==> src/rtl/layer_pkg.sv <==
// Shared types and default sizing for the spiking-layer sequencer slice.
// Latency: n/a (declarations only).
// Backpressure: n/a.
package layer_pkg;

  localparam int NUM_SPIKES  = 64;
  localparam int TIME_PERIOD = 8;
  localparam int LOG_T       = 3;
  localparam int LOG_N       = 3;

  typedef enum logic [1:0] {
    IDLE   = 2'd0,
    RUN    = 2'd1,
    RESULT = 2'd2
  } seq_state_t;

  typedef logic [LOG_T:0] spike_time_t;
  typedef logic [LOG_N:0] neuron_idx_t;

endpackage

==> src/rtl/period_counter.sv <==
// Time-step counter for one sample period: counts 0..TIME_PERIOD-1 while enabled, then wraps.
// Latency: count changes one cycle after en; tc is combinational from the count.
// Backpressure: none; start forces the count back to period start.
module period_counter #(
  parameter int TIME_PERIOD = 8,
  parameter int LOG_T       = 3
) (
  input  logic           clk,
  input  logic           rst_l,
  input  logic           start,
  input  logic           en,
  output logic [LOG_T:0] count,
  output logic           tc
);

  localparam logic [LOG_T:0] LAST = (LOG_T+1)'(TIME_PERIOD - 1);

  // Advance the time step; wrapping at LAST keeps the count at 0 whenever idle.
  always_ff @(posedge clk or negedge rst_l) begin
    if (!rst_l) begin
      count <= '0;
    end else if (start) begin
      count <= '0;
    end else if (en) begin
      count <= tc ? '0 : count + (LOG_T+1)'(1);
    end
  end

  assign tc = (count == LAST);

endmodule

==> src/rtl/layer_sequencer.sv <==
// Sequences one spiking layer through sample periods and returns the winner of inference samples.
// Latency: accept at edge k -> time 0 in cycle k+1 -> result valid from cycle k+TIME_PERIOD+1.
// Backpressure: in_ready only in IDLE; result held until res_ready. LAYER_SEQ_PERF_EN adds perf counters.
module layer_sequencer #(
  parameter int NUM_SPIKES  = layer_pkg::NUM_SPIKES,
  parameter int TIME_PERIOD = layer_pkg::TIME_PERIOD,
  parameter int LOG_T       = layer_pkg::LOG_T,
  parameter int LOG_N       = layer_pkg::LOG_N
) (
  input  logic                          clk,
  input  logic                          rst_l,
  input  logic                          in_valid,
  output logic                          in_ready,
  input  logic                          in_train,
  input  logic [NUM_SPIKES*(LOG_T+1)-1:0] in_spike_times,
  output logic [LOG_T:0]                lyr_time_val,
  output logic [NUM_SPIKES*(LOG_T+1)-1:0] lyr_spike_times,
  output logic                          lyr_training,
  input  logic [LOG_N:0]                lyr_winning_neuron,
  input  logic [LOG_T:0]                lyr_output_spike_time,
  output logic                          res_valid,
  input  logic                          res_ready,
  output logic [LOG_N:0]                res_neuron,
  output logic [LOG_T:0]                res_spike_time,
  output logic                          res_nofire
`ifdef LAYER_SEQ_PERF_EN
  ,
  output logic [31:0]                   perf_samples,
  output logic [31:0]                   perf_nofire
`endif
);

  import layer_pkg::*;

  // A layer spike time at or beyond the period length means nothing fired.
  localparam logic [LOG_T:0] NOFIRE_T = (LOG_T+1)'(TIME_PERIOD);

  seq_state_t state, state_nxt;
  logic       train_flag;
  logic       accept;
  logic       capture;
  logic       cnt_en;
  logic       tc;

  period_counter #(
    .TIME_PERIOD (TIME_PERIOD),
    .LOG_T       (LOG_T)
  ) u_period_counter (
    .clk   (clk),
    .rst_l (rst_l),
    .start (accept),
    .en    (cnt_en),
    .count (lyr_time_val),
    .tc    (tc)
  );

  // State register; reset lands in IDLE so in_ready reads 1 during reset.
  always_ff @(posedge clk or negedge rst_l) begin
    if (!rst_l) begin
      state <= IDLE;
    end else begin
      state <= state_nxt;
    end
  end

  // Next-state and handshake/strobe decode.
  always_comb begin
    state_nxt    = state;
    in_ready     = 1'b0;
    res_valid    = 1'b0;
    lyr_training = 1'b0;
    cnt_en       = 1'b0;
    accept       = 1'b0;
    capture      = 1'b0;
    case (state)
      IDLE: begin
        in_ready = 1'b1;
        if (in_valid) begin
          accept    = 1'b1;
          state_nxt = RUN;
        end
      end
      RUN: begin
        lyr_training = train_flag;
        cnt_en       = 1'b1;
        if (tc) begin
          if (train_flag) begin
            state_nxt = IDLE;
          end else begin
            capture   = 1'b1;
            state_nxt = RESULT;
          end
        end
      end
      RESULT: begin
        res_valid = 1'b1;
        if (res_ready) begin
          state_nxt = IDLE;
        end
      end
      default: state_nxt = IDLE;
    endcase
  end

  // Sample latch on accept and winner capture at the end of an inference period.
  always_ff @(posedge clk or negedge rst_l) begin
    if (!rst_l) begin
      lyr_spike_times <= '0;
      train_flag      <= 1'b0;
      res_neuron      <= '0;
      res_spike_time  <= '0;
      res_nofire      <= 1'b0;
    end else begin
      if (accept) begin
        lyr_spike_times <= in_spike_times;
        train_flag      <= in_train;
      end
      if (capture) begin
        res_neuron     <= lyr_winning_neuron;
        res_spike_time <= lyr_output_spike_time;
        res_nofire     <= (lyr_output_spike_time >= NOFIRE_T);
      end
    end
  end

`ifdef LAYER_SEQ_PERF_EN
  // Saturating counts of accepted samples and of no-fire results.
  always_ff @(posedge clk or negedge rst_l) begin
    if (!rst_l) begin
      perf_samples <= '0;
      perf_nofire  <= '0;
    end else begin
      if (accept && (perf_samples != '1)) begin
        perf_samples <= perf_samples + 32'd1;
      end
      if (capture && (lyr_output_spike_time >= NOFIRE_T) && (perf_nofire != '1)) begin
        perf_nofire <= perf_nofire + 32'd1;
      end
    end
  end
`endif

endmodule

==> config.mk <==
export PLATFORM = sky130hd
export DESIGN_NAME = layer_sequencer
export DESIGN_NICKNAME = d
export VERILOG_FILES = /design/src/rtl/layer_pkg.sv /design/src/rtl/period_counter.sv /design/src/rtl/layer_sequencer.sv
export SDC_FILE = /design/constraint.sdc
export NUM_CORES = 1
export LEC_CHECK = 0
export CAP_MARGIN = 20
export CELL_PAD_IN_SITES_DETAIL_PLACEMENT = 1
export CELL_PAD_IN_SITES_GLOBAL_PLACEMENT = 1
export CORE_AREA = 2 2 211 213
export CTS_BUF_LIST = sky130_fd_sc_hd__clkbuf_8
export CTS_CLUSTER_SIZE = 24
export DETAILED_ROUTE_END_ITERATION = 7
export DIE_AREA = 0 0 213 215
export PLACE_DENSITY_LB_ADDON = 0.1
export SETUP_SLACK_MARGIN = 0.3
export SLEW_MARGIN = 20
export SYNTH_ARGS = -nofsm -noshare
export SYNTH_HDL_FRONTEND = slang
export SYNTH_HIERARCHICAL = 1
export SYNTH_SLANG_ARGS = --single-unit
==> constraint.sdc <==
create_clock -name clk -period 5.2 [get_ports clk]
set_input_delay 1.04 -clock clk [delete_from_list [all_inputs] [get_ports clk]]
set_output_delay 1.04 -clock clk [all_outputs]
set_load 0.01 [all_outputs]
==> run summary <==
Status -> finished, final reports clean
Synth top area share -> 66.2%
Routed wire length -> 36.5 mm
Io pins -> 541
Final HPWL DP -> 27.0 mm
First-pass GRT wire length -> 53.6 mm
Overall routing resource usage -> 15.9%
Post-DRT Antenna Nets -> 0
Vias -> 7,383
DRC violations left -> 0
Internal -> 7120 uW
Post-Route Utilization -> 39.7%
# clock sinks -> 272
Power density cells -> 598 nW/um^2
Die area -> 45,800 um^2
WL/cell -> 20.3 um
P&R area growth vs syn -> 68.6%
Initial Utilization -> 23.6%
Critical Path Slowest Stage Cell -> clkdlybuf4s50_1
#FFs+latches synth -> 272
Clock Power Share -> 20.7%
Sw power -> 3250 uW
PostCTS Resize Cnt -> 0
CP max FO -> 7
Clk_lat worst skew -> 0.61 ns
# setup viols final -> 0
Buffers & Inverters on Critical Path -> 1
RSZ-0062 raised after global routing -> no
Yosys top cell by area -> dfrtp_1
Vias in the first global route -> 8,192
Core outline area -> 43,600 um^2
Worst EP required -> 4.16 ns
Number of CTS-inserted buffers -> 54
Clock Path Buffers -> 3
Most common cell after layout, fill and taps aside -> clkdlybuf4s50_1
Share of cells above drive strength 1 -> 11.8%
GPL Wtd Cong -> 0.719
Final #Nets -> 1,438
Worst path arrival time -> 2.35 ns
Max Slew Vio Count -> 0
CTS tree -> done
Cells after Synth -> 593
Cell Chain, Critical Path -> nor2b_1 > and2_1 > clkdlybuf4s50_1
FMAX -> 295 MHz
Synth top area cells -> dfrtp_1 66%, mux2_1 23%, mux2_2 6.2%, buf_6 2.5%, buf_2 0.19%
Mapped Avg Cell Area -> 17.4 um^2
Synth Cell Area -> 10,300 um^2
Reg power frac -> 35.9%
Crit end category -> output pin
Switching Fraction -> 31.4%
Clock root buffer -> clkbuf_8
Final min period -> 3.39 ns
Lkg Pwr -> 0.00721 uW
Yosys warns -> 6
Worst-path clk slew -> 0.06 ns
WS Path Type -> flop to output pin
Final period util -> 65.2%
Post-route setup TNS -> 0 ns
Worst slew margin -> 49.7%
HP Class -> input pin to async pin
Place WS -> 2.17 ns
R2R Setup Slk -> 3.20 ns
Slowest stage delay, CP -> 0.58 ns
Final WS setup -> 1.81 ns
Antenna violations before repair -> 8
Logic pwr share -> 43.4%
VDD IR max -> 0.306 mV
Net Count, Synth -> 863
Crit start category -> flop
Max-cap violation count -> 0
Vias per inst -> 4.10
Setup Fix Bufs, Post-CTS -> 0
Clock Skew -> 0.0176 ns
Clock H-tree levels -> 2
Row Count -> 77
Die W -> 213 um
First DRT Iteration DRCs -> 217
Largest net degree at the start of global routing -> 113
Hold Violations, Final -> 0
Unique cell type count in the Yosys netlist -> 24
# hold bufs at CTS -> 0
Die Y -> 215 um
Slew @ Worst Pin -> 0.755 ns
Port bufs -> 540
Initial DRT Pass Iterations -> 4
Most frequent cells in the layout -> 539 x clkdlybuf4s50_1, 272 x dfrtp_1, 209 x mux2_1
Worst path top cell family by delay -> simple AND/OR/NAND/NOR gates
Total gr overflow -> 0
Post-synthesis sequential area ratio -> 66.2%
==> path summary, 6_finish.rpt <==
path | start | cells after the start | endpoint
setup / recovery | state[0] | 3 | lyr_training
hold / removal | rst_l | 1 | lyr_spike_times[71]
setup reg to reg | state[1] | 3 | lyr_spike_times[103]
hold reg to reg | lyr_spike_times[123] | 1 | lyr_spike_times[123]
max in group asynchronous | rst_l | 2 | lyr_spike_times[193]
min in group clk | lyr_spike_times[123] | 1 | lyr_spike_times[123]
==> area by class of cell <==
class                           count  area [um^2]
Fill cell                        4586        26300
Sequential cell                   272         6810
Timing Repair Buffer              548         5520
Multi-Input combinational cell    290         3190
Clock buffer                       71          977
Tap cell                          592          741
Clock inverter                     26          100
Inverter                            2         7.51
Antenna cell                        1         2.50
==> power groups by stage <==
stage / sequential [uW] / combinational, uW / clock [uW]
floorplan: 4230 / 1190 / 0
global placement: 3710 / 4570 / 0
finish: 3720 / 4500 / 2150
global route: 3890 / 4810 / 2360
CTS: 3740 / 4600 / 2260
detailed placement: 3760 / 4580 / 0
==> synthesized netlist by cell type, drive strengths merged <==
library cell,instances
dfrtp,272
mux2,267
buf,29
nor2,3
nor2b,3
a21oi,2
inv,2
nand2b,2
nand3b,2
nor3b,2
a21bo,1
a21o,1
a31o,1
and2,1
ha,1
mux2i,1
nand4,1
nor3,1
nor4bb,1
==> state kept, by name, summed over array words and instances (netlist names) <==
| register | flops |
|---|---|
| lyr_spike_times | 256 |
| res_spike_time | 4 |
| res_nofire | 1 |
| train_flag | 1 |
| state | 2 |
| res_neuron | 4 |
| u_period_counter/count | 4 |
==> per-layer routing <==
metal	track usage (%)	vias up	wire length (um)
met5	0	-	88
met4	5.31	14	901
met3	9.37	70	5090
met2	26.4	341	17400
met1	16.7	3709	13000
li1	-	3249	-
==> per-stage QoR <==
| stage | cell area [um^2] | hold WS (ns) | cells | power, uW |
|---|---|---|---|---|
| 6_report | 17300 | 0.443 | 1802 | 10400 |
| 5_1_grt | 17300 | 0.452 | 1802 | 11100 |
| 4_1_cts | 17300 | 0.443 | 1801 | 10600 |
| 3_5_place_dp | 16300 | 0.474 | 1704 | 8330 |
| 3_3_place_gp | 16300 | 0.466 | 1704 | 8270 |
| 2_1_floorplan | 10300 | 0.496 | 593 | 5420 |
==> cells by family after synthesis <==
family / synth area share, %
buffers and inverters: 2.93
multiplexers: 29.4
flip-flops: 66.2
AND/OR/NAND/NOR: 1.08
AO/OA/AOI/OAI: 0.353
adder cells (fa/ha/maj): 0.122
Note: power is estimated with default switching activity, not from simulation.
==> RTL edit 1: new RTL, same settings <==
Change the package constant `NUM_SPIKES` from 64 to 32.
--- a/src/rtl/layer_pkg.sv
+++ b/src/rtl/layer_pkg.sv
@@ -3,7 +3,7 @@
 // Backpressure: n/a.
 package layer_pkg;
 
-  localparam int NUM_SPIKES  = 64;
+  localparam int NUM_SPIKES  = 32;
   localparam int TIME_PERIOD = 8;
   localparam int LOG_T       = 3;
   localparam int LOG_N       = 3;
Interface: changed (resized in_spike_times and lyr_spike_times); port bits go from 541 to 285. The function was not compared with the original's and may differ.
==> RTL edit 1 against the original RTL <==
Worst setup slack improved by 120 ps. Sequential cell count fell by 128. Final area is 46% lower. Wire length shrank 49%. Die area unchanged. Highest routed layer unchanged. Total power fell by 49%. Synthesized area down 47%. Critical path depth unchanged.
==> RTL edit 1: results <==
metrics = {
    "run_status": {
        "status": "finished clean",
    },
    "placement": {
        "hpwl_mm": 13.59,
        "gp_congestion": 0.6313,
        "dp_cells": 1188,
        "io_buffers": 284,
        "dpl_worst_slack_ps": 2262,
    },
    "cells_and_area": {
        "drive_gt1_frac": 0.1200,
        "largest_reg_flops": 128,
        "n_antenna_cell": 0,
        "nets": 757,
    },
    "cts": {
        "worstSkewPairLatency_ps": 480,
        "clk_pin_slew_ps": 80,
        "cts_root_buf": "clkbuf_8",
        "cts_setup_buffers": 0,
        "h-tree-depth": 4,
        "post_cts_resized": 0,
        "cts_buffers": 17,
        "cts_buffer_depth": 2,
    },
    "synth": {
        "synth_warnings": 6,
        "mappedNetlistNets": 465,
        "synth_top_cells_by_area": "dfrtp_1, mux2_1, mux2_2, buf_6, buf_2",
        "yosys-top-cells-count": "dfrtp_1, mux2_1, mux2_2",
        "netlist_instances": 323,
        "synth-seq-area-share": 0.6566,
        "ys_types": 23,
    },
    "route": {
        "viasPerCell": 3.111,
        "dr.pass1.iters": 3,
        "first_iter_violations": 71,
        "via_count": 3786,
        "routed_wl_mm": 18.44,
    },
    "timing": {
        "fin_skew_ps": 12.41,
        "tightest_slew_ps": 883.6,
    },
    "grt": {
        "grt_usage": 0.08417,
        "grt_pass1_vias": 4474,
        "grt_max_degree": 93,
        "antenna_found_initial": 1,
        "grt_pass1_wl_mm": 28.25,
    },
    "worst_hold_path": {
        "hp-class": "reg2reg",
    },
    "pwr": {
        "vdd_ir_drop_max_mv": 0.1562,
        "power.leakage_uw": 0.003700,
    },
    "worst_setup_path": {
        "cp_max_fo": 7,
        "reg2reg_depth": 5,
    },
    "floorplanning": {
        "fp.dieArea_um2": 45800,
    },
}
RTL edit 1: cell types whose count changed after synthesis:
| cell | unedited run | this run |
|---|---|---|
| mux2_2 | 57 | 39 |
| nor3b_4 | 1 | 0 |
| nor3b_2 | 0 | 1 |
| mux2_1 | 209 | 99 |
| dfrtp_1 | 272 | 144 |
| buf_6 | 23 | 11 |
| buf_4 | 2 | 0 |
RTL edit 1: layout make-up:
class | instances | area, µm²
Fill cell | 4801 | 34270
Sequential cell | 144 | 3603
Timing Repair Buffer | 288 | 2887
Multi-Input combinational cell | 162 | 1754
Tap cell | 592 | 740.7
Clock buffer | 21 | 289.0
Clock inverter | 8 | 90.09
Inverter | 2 | 7.507
RTL edit 1: report_power, final:
group	switching [µW]	total, µW	internal [µW]
clock network	453	916	464
logic	900	2350	1450
registers	296	1980	1680
total	1650	5240	3590
RTL edit 1: worst register-to-register path: cells and delay by family (launching register included):
family / cells / cell delay (ps)
multiplexers: 1 / 430
AND/OR/NAND/NOR: 2 / 930
buffers and inverters: 1 / 100
flip-flops: 1 / 430
adder cells (fa/ha/maj): 1 / 240
RTL edit 1: path summary, 6_finish.rpt:
kind                                        to  slack [ps]                       from
max                               lyr_training        1930                   state[0]
min                        lyr_spike_times[88]         490        lyr_spike_times[88]
max reg2reg                  res_spike_time[0]        2950  u_period_counter/count[0]
min reg2reg                lyr_spike_times[88]         490        lyr_spike_times[88]
max in group asynchronous    res_spike_time[0]        3580                      rst_l
min in group asynchronous   lyr_spike_times[5]         580                      rst_l
RTL edit 1: cells by family (layout without fill, tap and decap cells):
logic type,count (synthesis),after routing,synth area share
flip-flops,144,144,0.6566
buffers and inverters,17,319,0.02759
multiplexers,140,140,0.2877
AO/OA/AOI/OAI,5,5,0.006613
AND/OR/NAND/NOR,16,16,0.01915
adder cells (fa/ha/maj),1,1,0.002280
RTL edit 1: stage by stage:
stage                       util  total power (µW)  instance area, µm²
final                     0.2147              5241                9371
after global routing      0.2147              5622                9371
after CTS                 0.2147              5411                9371
after detailed placement  0.2060              4419                8992
after global placement    0.2060              4369                8992
after floorplan                -              2884                5488
RTL edit 1: layer usage:
| layer | part of all wire | up-vias | track usage | wire (µm) |
|---|---|---|---|---|
| li1 | - | 1714 | - | - |
| met5 | 0.00065 | - | 0 | 12 |
| met4 | 0.021 | 2 | 0.04079 | 393 |
| met1 | 0.37 | 1911 | 0.08738 | 6820 |
| met3 | 0.082 | 21 | 0.03405 | 1521 |
| met2 | 0.53 | 138 | 0.1463 | 9694 |
==> RTL edit 2: new RTL, config.mk and constraints unchanged <==
Made on the original files. The 3 states of `seq_state_t` get a one-hot encoding in 3 bits.
--- a/src/rtl/layer_pkg.sv
+++ b/src/rtl/layer_pkg.sv
@@ -8,10 +8,10 @@
   localparam int LOG_T       = 3;
   localparam int LOG_N       = 3;
 
-  typedef enum logic [1:0] {
-    IDLE   = 2'd0,
-    RUN    = 2'd1,
-    RESULT = 2'd2
+  typedef enum logic [2:0] {
+    IDLE   = 3'b001,
+    RUN    = 3'b010,
+    RESULT = 3'b100
   } seq_state_t;
 
   typedef logic [LOG_T:0] spike_time_t;
Check against the original RTL: no difference found for any inputs over 4 cycles, from zero or initial values and one cycle with rst_l low; so few cycles prove little.
==> RTL edit 2 against the original RTL <==
Total power grew 8.8%. Register-to-register slack got worse by 560 ps. Clock skew increased by 17 ps. Sequential share of layout area down 1.6 points. Final area rose by 4.7%. Wire length rose by 1.4%. Highest routed layer unchanged. Sequential cell count up 1. Synthesized area is 9.7% higher. Worst setup slack better by 220 ps. Combinational power rose by 20%.
==> RTL edit 2: results <==
metrics = {
    "run_status": {
        "status": "finished clean",
    },
    "cts": {
        "cts_buffers": 53,
    },
    "worst_setup_path": {
        "timing.rr.end": "lyr_spike_times[90]",
        "crit_arrival_ps": 2130,
        "r2r_start": "state[0]",
        "cp_max_fo": 9,
        "timing.reg2reg.setup_slack_ps": 2640,
        "cp_top_family": "buffers and inverters",
    },
    "pwr": {
        "power_frac_comb": 0.477,
        "power.switching_uw": 3455,
        "vdd_ir_drop_max_mv": 0.3526,
        "power.leakage_uw": 0.007845,
    },
    "synth": {
        "mappedNetlistNets": 868,
        "synth_adder_area_share": 0.001109,
        "synth_compound_area_frac": 0.005100,
        "yosys-top-cells-count": "dfrtp_1, mux2_4, mux2_2",
        "netlist_instances": 598,
        "ys_types": 26,
        "synth_top_cells_by_area": "dfrtp_1, mux2_4, mux2_2, buf_12, buf_4",
        "synth_xor_area_frac": 0,
        "synthMuxAreaShare": 0.3342,
        "synth-seq-area-share": 0.6055,
        "synth_warnings": 6,
    },
    "placement": {
        "dp_cells": 1712,
        "gp_congestion": 0.7239,
        "hpwl_mm": 26.62,
    },
    "grt": {
        "antenna_found_initial": 4,
        "grt_pass1_wl_mm": 54.76,
        "grt_max_degree": 111,
        "grt_pass1_vias": 8243,
        "grt_usage": 0.1602,
    },
    "timing": {
        "relSlewSlack": 0.4011,
        "fin_skew_ps": 34.28,
    },
    "route": {
        "wl_per_cell_um": 20.50,
        "viasPerCell": 4.054,
        "routed_wl_mm": 37.04,
        "first_iter_violations": 290,
    },
    "cells_and_area": {
        "drive_gt1_frac": 0.2984,
        "n_fill_cell": 4471,
        "nets": 1445,
    },
}
RTL edit 2: area by class of cell:
cell class | count | area (µm²) | area share
Multi-Input combinational cell | 292 | 3941 | 0.2170
Antenna cell | 2 | 5.005 | 0.0002756
Inverter | 3 | 11.26 | 0.0006200
Tap cell | 592 | 740.7 | 0.04079
Timing Repair Buffer | 552 | 5588 | 0.3077
Sequential cell | 273 | 6833 | 0.3762
Clock buffer | 68 | 935.9 | 0.05153
Clock inverter | 25 | 106.4 | 0.005856
RTL edit 2: power groups by stage:
stage          Combinational, µW  Sequential, µW  Clock (µW)
3_5_place_dp                5450            3790           0
3_3_place_gp                5430            3770           0
2_1_floorplan               2250            4230           0
4_1_cts                     5480            3790        2240
5_1_grt                     5660            3920        2340
6_report                    5380            3770        2120
RTL edit 2: how the worst max path moves through the flow:
stage                                 to     start  slack [ps]
global route                lyr_training  state[2]        1890
finish                      lyr_training  state[2]        2030
floorplan                   lyr_training  state[2]        2890
CTS                         lyr_training  state[2]        1920
detailed placement  lyr_spike_times[234]  in_valid        1990
global placement    lyr_spike_times[234]  in_valid        2010
RTL edit 2: per-layer routing:
layer	track usage	vias to the layer above	share of wire
li1	-	3269	-
met1	0.1802	3717	0.38
met2	0.2733	288	0.51
met3	0.07014	49	0.096
met4	0.04569	2	0.017
met5	0	-	0.00046
RTL edit 2: stage by stage:
step                setup WS (ps)  instance area, µm²  hold slack (ps)  power [µW]
detailed placement           1990               17110            484.1        9237
global placement             2007               17110            480.1        9200
floorplan                    2890               11280            460.5        6484
finish                       2030               18160            419.3       11280
global route                 1892               18160            417.2       11920
CTS                          1923               18160            409.0       11510
